===== config.mk =====
export PLATFORM = sky130hd
export DESIGN_NAME = program_loader
export DESIGN_NICKNAME = d
export VERILOG_FILES = /design/src/rtl/loader_pkg.sv /design/src/rtl/word_assembler.sv /design/src/rtl/program_loader.sv
export SDC_FILE = /design/constraint.sdc
export NUM_CORES = 1
export LEC_CHECK = 0
export CAP_MARGIN = 25
export CORE_MARGIN = 2
export CORE_UTILIZATION = 48
export DETAILED_ROUTE_END_ITERATION = 12
export GPL_ROUTABILITY_DRIVEN = 0
export PLACE_DENSITY = 0.76
export SETUP_SLACK_MARGIN = 0.3
export SYNTH_ARGS = -nofsm -noshare
export SYNTH_HDL_FRONTEND = slang
export SYNTH_HIERARCHICAL = 1
export SYNTH_SLANG_ARGS = --single-unit

===== constraint.sdc =====
create_clock -name clk -period 2.5 [get_ports clk]
set_input_delay 0.75 -clock clk [delete_from_list [all_inputs] [get_ports clk]]
set_output_delay 0.75 -clock clk [all_outputs]
set_load 0.01 [all_outputs]

===== src/rtl/loader_pkg.sv =====
// Shared types and constants for the serial program loader.
// Imported by the loader top level and the word assembler.
package loader_pkg;

  typedef enum logic [2:0] {
    IDLE,
    LEN,
    DATA,
    CHECK,
    DONE,
    ERROR
  } state_e;

  localparam logic [1:0] ERR_NONE = 2'd0;
  localparam logic [1:0] ERR_LEN  = 2'd1;
  localparam logic [1:0] ERR_CSUM = 2'd2;

  localparam logic [31:0] DEF_BASE_ADDRESS = 32'h0040_0000;

endpackage


===== src/rtl/word_assembler.sv =====
// Shifts accepted bytes in MSB-first and flags each completed 32-bit word.
// The word output is combinational so the 4th byte is usable on its accept cycle.
module word_assembler (
  input  logic        clk,
  input  logic        reset,
  input  logic        clear_i,
  input  logic        acc_i,
  input  logic [7:0]  byte_i,
  output logic [31:0] word_o,
  output logic        word_valid_o
);

  logic [23:0] sreg_q, sreg_d;
  logic [1:0]  cnt_q, cnt_d;

  always_comb begin
    sreg_d = sreg_q;
    cnt_d  = cnt_q;
    if (clear_i) begin
      sreg_d = '0;
      cnt_d  = '0;
    end else if (acc_i) begin
      sreg_d = {sreg_q[15:0], byte_i};
      cnt_d  = cnt_q + 2'd1;
    end
  end

  always_ff @(posedge clk or posedge reset) begin
    if (reset) begin
      sreg_q <= '0;
      cnt_q  <= '0;
    end else begin
      sreg_q <= sreg_d;
      cnt_q  <= cnt_d;
    end
  end

  assign word_o       = {sreg_q, byte_i};
  assign word_valid_o = acc_i && !clear_i && (cnt_q == 2'd3);

endmodule


===== src/rtl/program_loader.sv =====
// Framed byte-stream loader: length, big-endian payload words, XOR checksum.
// Writes the image into program memory and releases the CPU on a clean load.
module program_loader
  import loader_pkg::*;
#(
  parameter int MEMORY_DEPTH = 256,
  parameter int DATA_WIDTH   = 32,
  parameter logic [DATA_WIDTH-1:0] BASE_ADDRESS =
    DATA_WIDTH'(DEF_BASE_ADDRESS)
) (
  input  logic                  clk,
  input  logic                  reset,
  input  logic                  start_i,
  input  logic [7:0]            byte_i,
  input  logic                  byte_valid_i,
  output logic                  byte_ready_o,
  output logic                  mem_we_o,
  output logic [DATA_WIDTH-1:0] mem_addr_o,
  output logic [DATA_WIDTH-1:0] mem_data_o,
  output logic                  busy_o,
  output logic                  done_o,
  output logic                  error_o,
  output logic [1:0]            err_code_o,
  output logic                  cpu_reset_o
);

  localparam int IW = $clog2(MEMORY_DEPTH) + 1;

  state_e                state_q, state_d;
  logic [IW-1:0]         count_q, count_d;
  logic [IW-1:0]         idx_q, idx_d;
  logic [IW-1:0]         idx_inc;
  logic [7:0]            csum_q, csum_d;
  logic [1:0]            err_q, err_d;
  logic                  we_q, we_d;
  logic [DATA_WIDTH-1:0] addr_q, addr_d;
  logic [DATA_WIDTH-1:0] data_q, data_d;

  logic                  busy;
  logic                  acc;
  logic [31:0]           asm_word;
  logic                  asm_valid;
  logic [DATA_WIDTH-1:0] word_w;

  assign busy    = (state_q == LEN) || (state_q == DATA) ||
                   (state_q == CHECK);
  assign acc     = busy && byte_valid_i;
  assign word_w  = DATA_WIDTH'(asm_word);
  assign idx_inc = idx_q + IW'(1);

  word_assembler u_asm (
    .clk          (clk),
    .reset        (reset),
    .clear_i      (!busy),
    .acc_i        (acc),
    .byte_i       (byte_i),
    .word_o       (asm_word),
    .word_valid_o (asm_valid)
  );

  always_comb begin
    state_d = state_q;
    count_d = count_q;
    idx_d   = idx_q;
    csum_d  = csum_q;
    err_d   = err_q;
    we_d    = 1'b0;
    addr_d  = addr_q;
    data_d  = data_q;

    if (acc && (state_q != CHECK))
      csum_d = csum_q ^ byte_i;

    unique case (state_q)
      IDLE, DONE, ERROR: begin
        if (start_i) begin
          state_d = LEN;
          count_d = '0;
          idx_d   = '0;
          csum_d  = '0;
          err_d   = ERR_NONE;
        end
      end
      LEN: begin
        if (asm_valid) begin
          count_d = IW'(word_w);
          if (word_w > DATA_WIDTH'(MEMORY_DEPTH)) begin
            state_d = ERROR;
            err_d   = ERR_LEN;
          end else if (word_w == '0) begin
            state_d = CHECK;
          end else begin
            state_d = DATA;
          end
        end
      end
      DATA: begin
        if (asm_valid) begin
          we_d   = 1'b1;
          addr_d = BASE_ADDRESS +
                   {{(DATA_WIDTH-IW-2){1'b0}}, idx_q, 2'b00};
          data_d = word_w;
          idx_d  = idx_inc;
          if (idx_inc == count_q)
            state_d = CHECK;
        end
      end
      CHECK: begin
        if (acc) begin
          if (byte_i == csum_q) begin
            state_d = DONE;
          end else begin
            state_d = ERROR;
            err_d   = ERR_CSUM;
          end
        end
      end
      default: state_d = IDLE;
    endcase
  end

  always_ff @(posedge clk or posedge reset) begin
    if (reset) begin
      state_q <= IDLE;
      count_q <= '0;
      idx_q   <= '0;
      csum_q  <= '0;
      err_q   <= ERR_NONE;
      we_q    <= 1'b0;
      addr_q  <= '0;
      data_q  <= '0;
    end else begin
      state_q <= state_d;
      count_q <= count_d;
      idx_q   <= idx_d;
      csum_q  <= csum_d;
      err_q   <= err_d;
      we_q    <= we_d;
      addr_q  <= addr_d;
      data_q  <= data_d;
    end
  end

  assign byte_ready_o = busy;
  assign busy_o       = busy;
  assign mem_we_o     = we_q;
  assign mem_addr_o   = addr_q;
  assign mem_data_o   = data_q;
  assign done_o       = (state_q == DONE);
  assign error_o      = (state_q == ERROR);
  assign err_code_o   = err_q;
  assign cpu_reset_o  = (state_q != DONE);

endmodule


==> run_results.csv <==
group,metric,value,unit
sta,rsz0062_at_grt,"true",
global_route,grt_pass1_wl,17.7,mm
setup_path,crit_fanout,6,
cells_and_area,nets,603,
placement,hpwlAfterDp,7.46,mm
logic_synthesis,ys.flop_type,"dfrtp_1",
cells_and_area,post-route-util,59.6,%
cts,clock_sinks,100,
cells_and_area,drive_above_1_share,13.3,%
floorplanning,dieWidth,104,µm
logic_synthesis,synth-edff-count,0,
logic_synthesis,ys_ff_latch,100,
sta,final.min_clock_period,2.13,ns
setup_path,slowest_stage,"clkdlybuf4s50_1",
setup_path,crit_type,"in -> reg",
sta,fin_ws,0.366,ns
pwr,pwr-share-comb,34.0,%
pwr,seq_power_share,44.2,%
global_route,grt_max_degree,43,
pwr,powerDensity,805,mW/mm²
placement,io_buffers,61,
cells_and_area,n_fill_cell,839,
logic_synthesis,synth_async_sr_flop_share,100,%
sta,period_share,85.4,%
setup_path,critical_path.startpoint_type,"input pin",
setup_path,arrival,2.41,ns
floorplanning,coreArea,0.00977,mm²
logic_synthesis,yosysMostFrequentCell,"nand2_1",
pwr,power,4.69,mW
pwr,p_switching,1.65,mW
floorplanning,start_util,49.4,%
setup_path,required,2.77,ns
pwr,p_int,3.04,mW
detailed_routing,vias_per_cell,5.08,
logic_synthesis,synthTopCellsByArea,"dfrtp_1, nand2_1, mux2i_1",
cts,clock_path_buffers,2,
logic_synthesis,syn-instance-count,520,
logic_synthesis,ys_types,44,
cts,clk_pin_slew_worst_paths,0.09,ns
floorplanning,rows,36,
pwr,ir_drop,0.441,mV
pwr,swShare,35.2,%
floorplanning,pin_count,84,
sta,fin_worst_skew,0.00696,ns
placement,placed_area,0.00558,mm²
min_path,holdCritPathClass,"reg -> reg",
cts,cts_max_level,3,
logic_synthesis,ys_top_cells_by_count,"nand2_1, dfrtp_1, nor2_1",
cts,cts-buffers-inserted,9,
floorplanning,die_y,104,µm
logic_synthesis,syn_area_per_cell,9.28,µm²
setup_path,max_stage_delay,0.49,ns
detailed_routing,routed_wl,10.6,mm
logic_synthesis,netlist_area,0.00482,mm²
cells_and_area,finalNonFillerCells,726,
detailed_routing,ant_nets,0,
job,drv_cap,0,
sta,setup_viol,0,
logic_synthesis,yosysTopAreaCellShare,51.9,%
placement,dp_slack,-0.139,ns
global_route,overflow,0,
status,status,"completed",
cells_and_area,diodes,0,
detailed_routing,wl_per_cell,14.6,µm
setup_path,cp-end-kind,"register",
detailed_routing,vias,3686,
cts,cts_root_buf,"clkbuf_8",
cts,clk_latency,0.36,ns
sta,fmax,0.469,GHz
pwr,power.leakage,2.86,nW
cells_and_area,area_delta_synth_final,20.8,%
sta,hold_viol_final,0,
detailed_routing,drt_first_iter_violations,206,
setup_path,cp_cell_sequence,"clkdlybuf4s50_1, and2_4, nand2_2, nor2_4, o2111ai_1, nor4_2, a31oi_1, o31ai_2",
detailed_routing,drtPass1Iterations,5,
placement,place_inst,706,
floorplanning,dieArea,0.0109,mm²
logic_synthesis,yosys.area.top_type,"dfrtp_1",
pwr,power.share.clock,21.8,%
logic_synthesis,seq_area_frac_synth,51.9,%
global_route,antenna_found_initial,0,
cells_and_area,multiInputGateArea,0.00201,mm²
detailed_routing,drc,0,
cts,cts_tree,"built",
global_route,grt_pass1_vias,3542,
cells_and_area,final_cell_area,0.00583,mm²
logic_synthesis,ys.warnings.count,6,
sta,slew_violations,0,
global_route,grt_usage,20.2,%
cells_and_area,seq_area,0.00250,mm²
critical path: cells and delay by family:
family	cells	cell delay [ns]
buf+inv	1	0.49
compound gates	3	0.53
simple gates	4	0.64
metrics by stage:
step | setup TNS, ns | hold WS [ns]
6_report | 0 | 0.477
2_1_floorplan | 0 | 0.460
4_1_cts | 0 | 0.477
3_5_place_dp | -0.211 | 0.454
5_1_grt | 0 | 0.490
3_3_place_gp | -0.0579 | 0.449
layout make-up:
type                            instances  area share (%)
Inverter                               17            1.20
Clock inverter                          4           0.859
Tap cell                              133            2.86
Timing Repair Buffer                   94            15.2
Sequential cell                       100            43.0
Clock buffer                           11            2.43
Multi-Input combinational cell        367            34.5
what timing repair did:
action	CTS	global route
resized for setup	21	31
hold endpoints to repair	0	0
pin swaps	6	15
setup buffers	4	1
hold buffers	0	0
setup endpoints to repair	6	57
cell families after synthesis:
kind of cell | Yosys count | synth area share (%)
XOR/XNOR | 32 | 5.81
flip-flops | 100 | 51.9
AND/OR/NAND/NOR | 235 | 20.5
other | 1 | 0.0777
multiplexers | 27 | 5.63
adder cells (fa/ha/maj) | 2 | 0.519
buffers and inverters | 74 | 9.47
AO/OA/AOI/OAI | 49 | 6.15
power groups by stage:
stage	Clock (mW)	Combinational, mW	Sequential (mW)
floorplan	0	1.14	2.03
global placement	0	1.44	2.09
detailed placement	0	1.49	2.10
CTS	1.04	1.49	2.07
global route	1.10	1.75	2.10
finish	1.02	1.59	2.07
flip-flops by register name (all words and copies together), names as in the netlist, 2 cells and up:
name and count:
u_asm/sreg_q 24, mem_data_o 32, state_q 3, csum_q 8
err_code_o 2, u_asm/cnt_q 2, mem_addr_o 10, count_q 9
idx_q 9
path summary, 6_finish.rpt:
path / from / to / slack [ns] / depth (start not counted)
setup / recovery: byte_valid_i / state_q[0] / 0.37 / 8
setup reg to reg: u_asm/sreg_q[14] / state_q[0] / 0.39 / 5
hold reg to reg: mem_addr_o[22] / mem_addr_o[22] / 0.48 / 1
hold / removal: mem_addr_o[22] / mem_addr_o[22] / 0.48 / 1
max in group asynchronous: reset / idx_q[0] / 1.21 / 3
min in group asynchronous: reset / mem_data_o[23] / 0.77 / 2
cell usage in the layout (no fill, tap or decap), types with 5 or more instances in the layout:
cell type / instances
clkdlybuf4s50_1: 48
buf_12: 5
clkbuf_2: 7
buf_4: 27
o21ai_0: 19
xor2_1: 13
nand2_1: 146
clkbuf_8: 10
o21ai_1: 7
nor2_1: 43
xnor2_1: 19
nand3_1: 10
mux2i_1: 26
dfrtp_1: 98
inv_1: 14
nor4_1: 6
conb_1: 22
routing by layer:
metal  vias to the layer above  part of all wire, %  track usage (%)
met5                         -                    0                0
met1                      1797                   44             27.3
met2                       109                   49             32.6
met3                        15                  5.4             4.01
li1                       1765                    -                -
met4                         0                  1.5             7.14
Power figures use the tool's default switching activity.
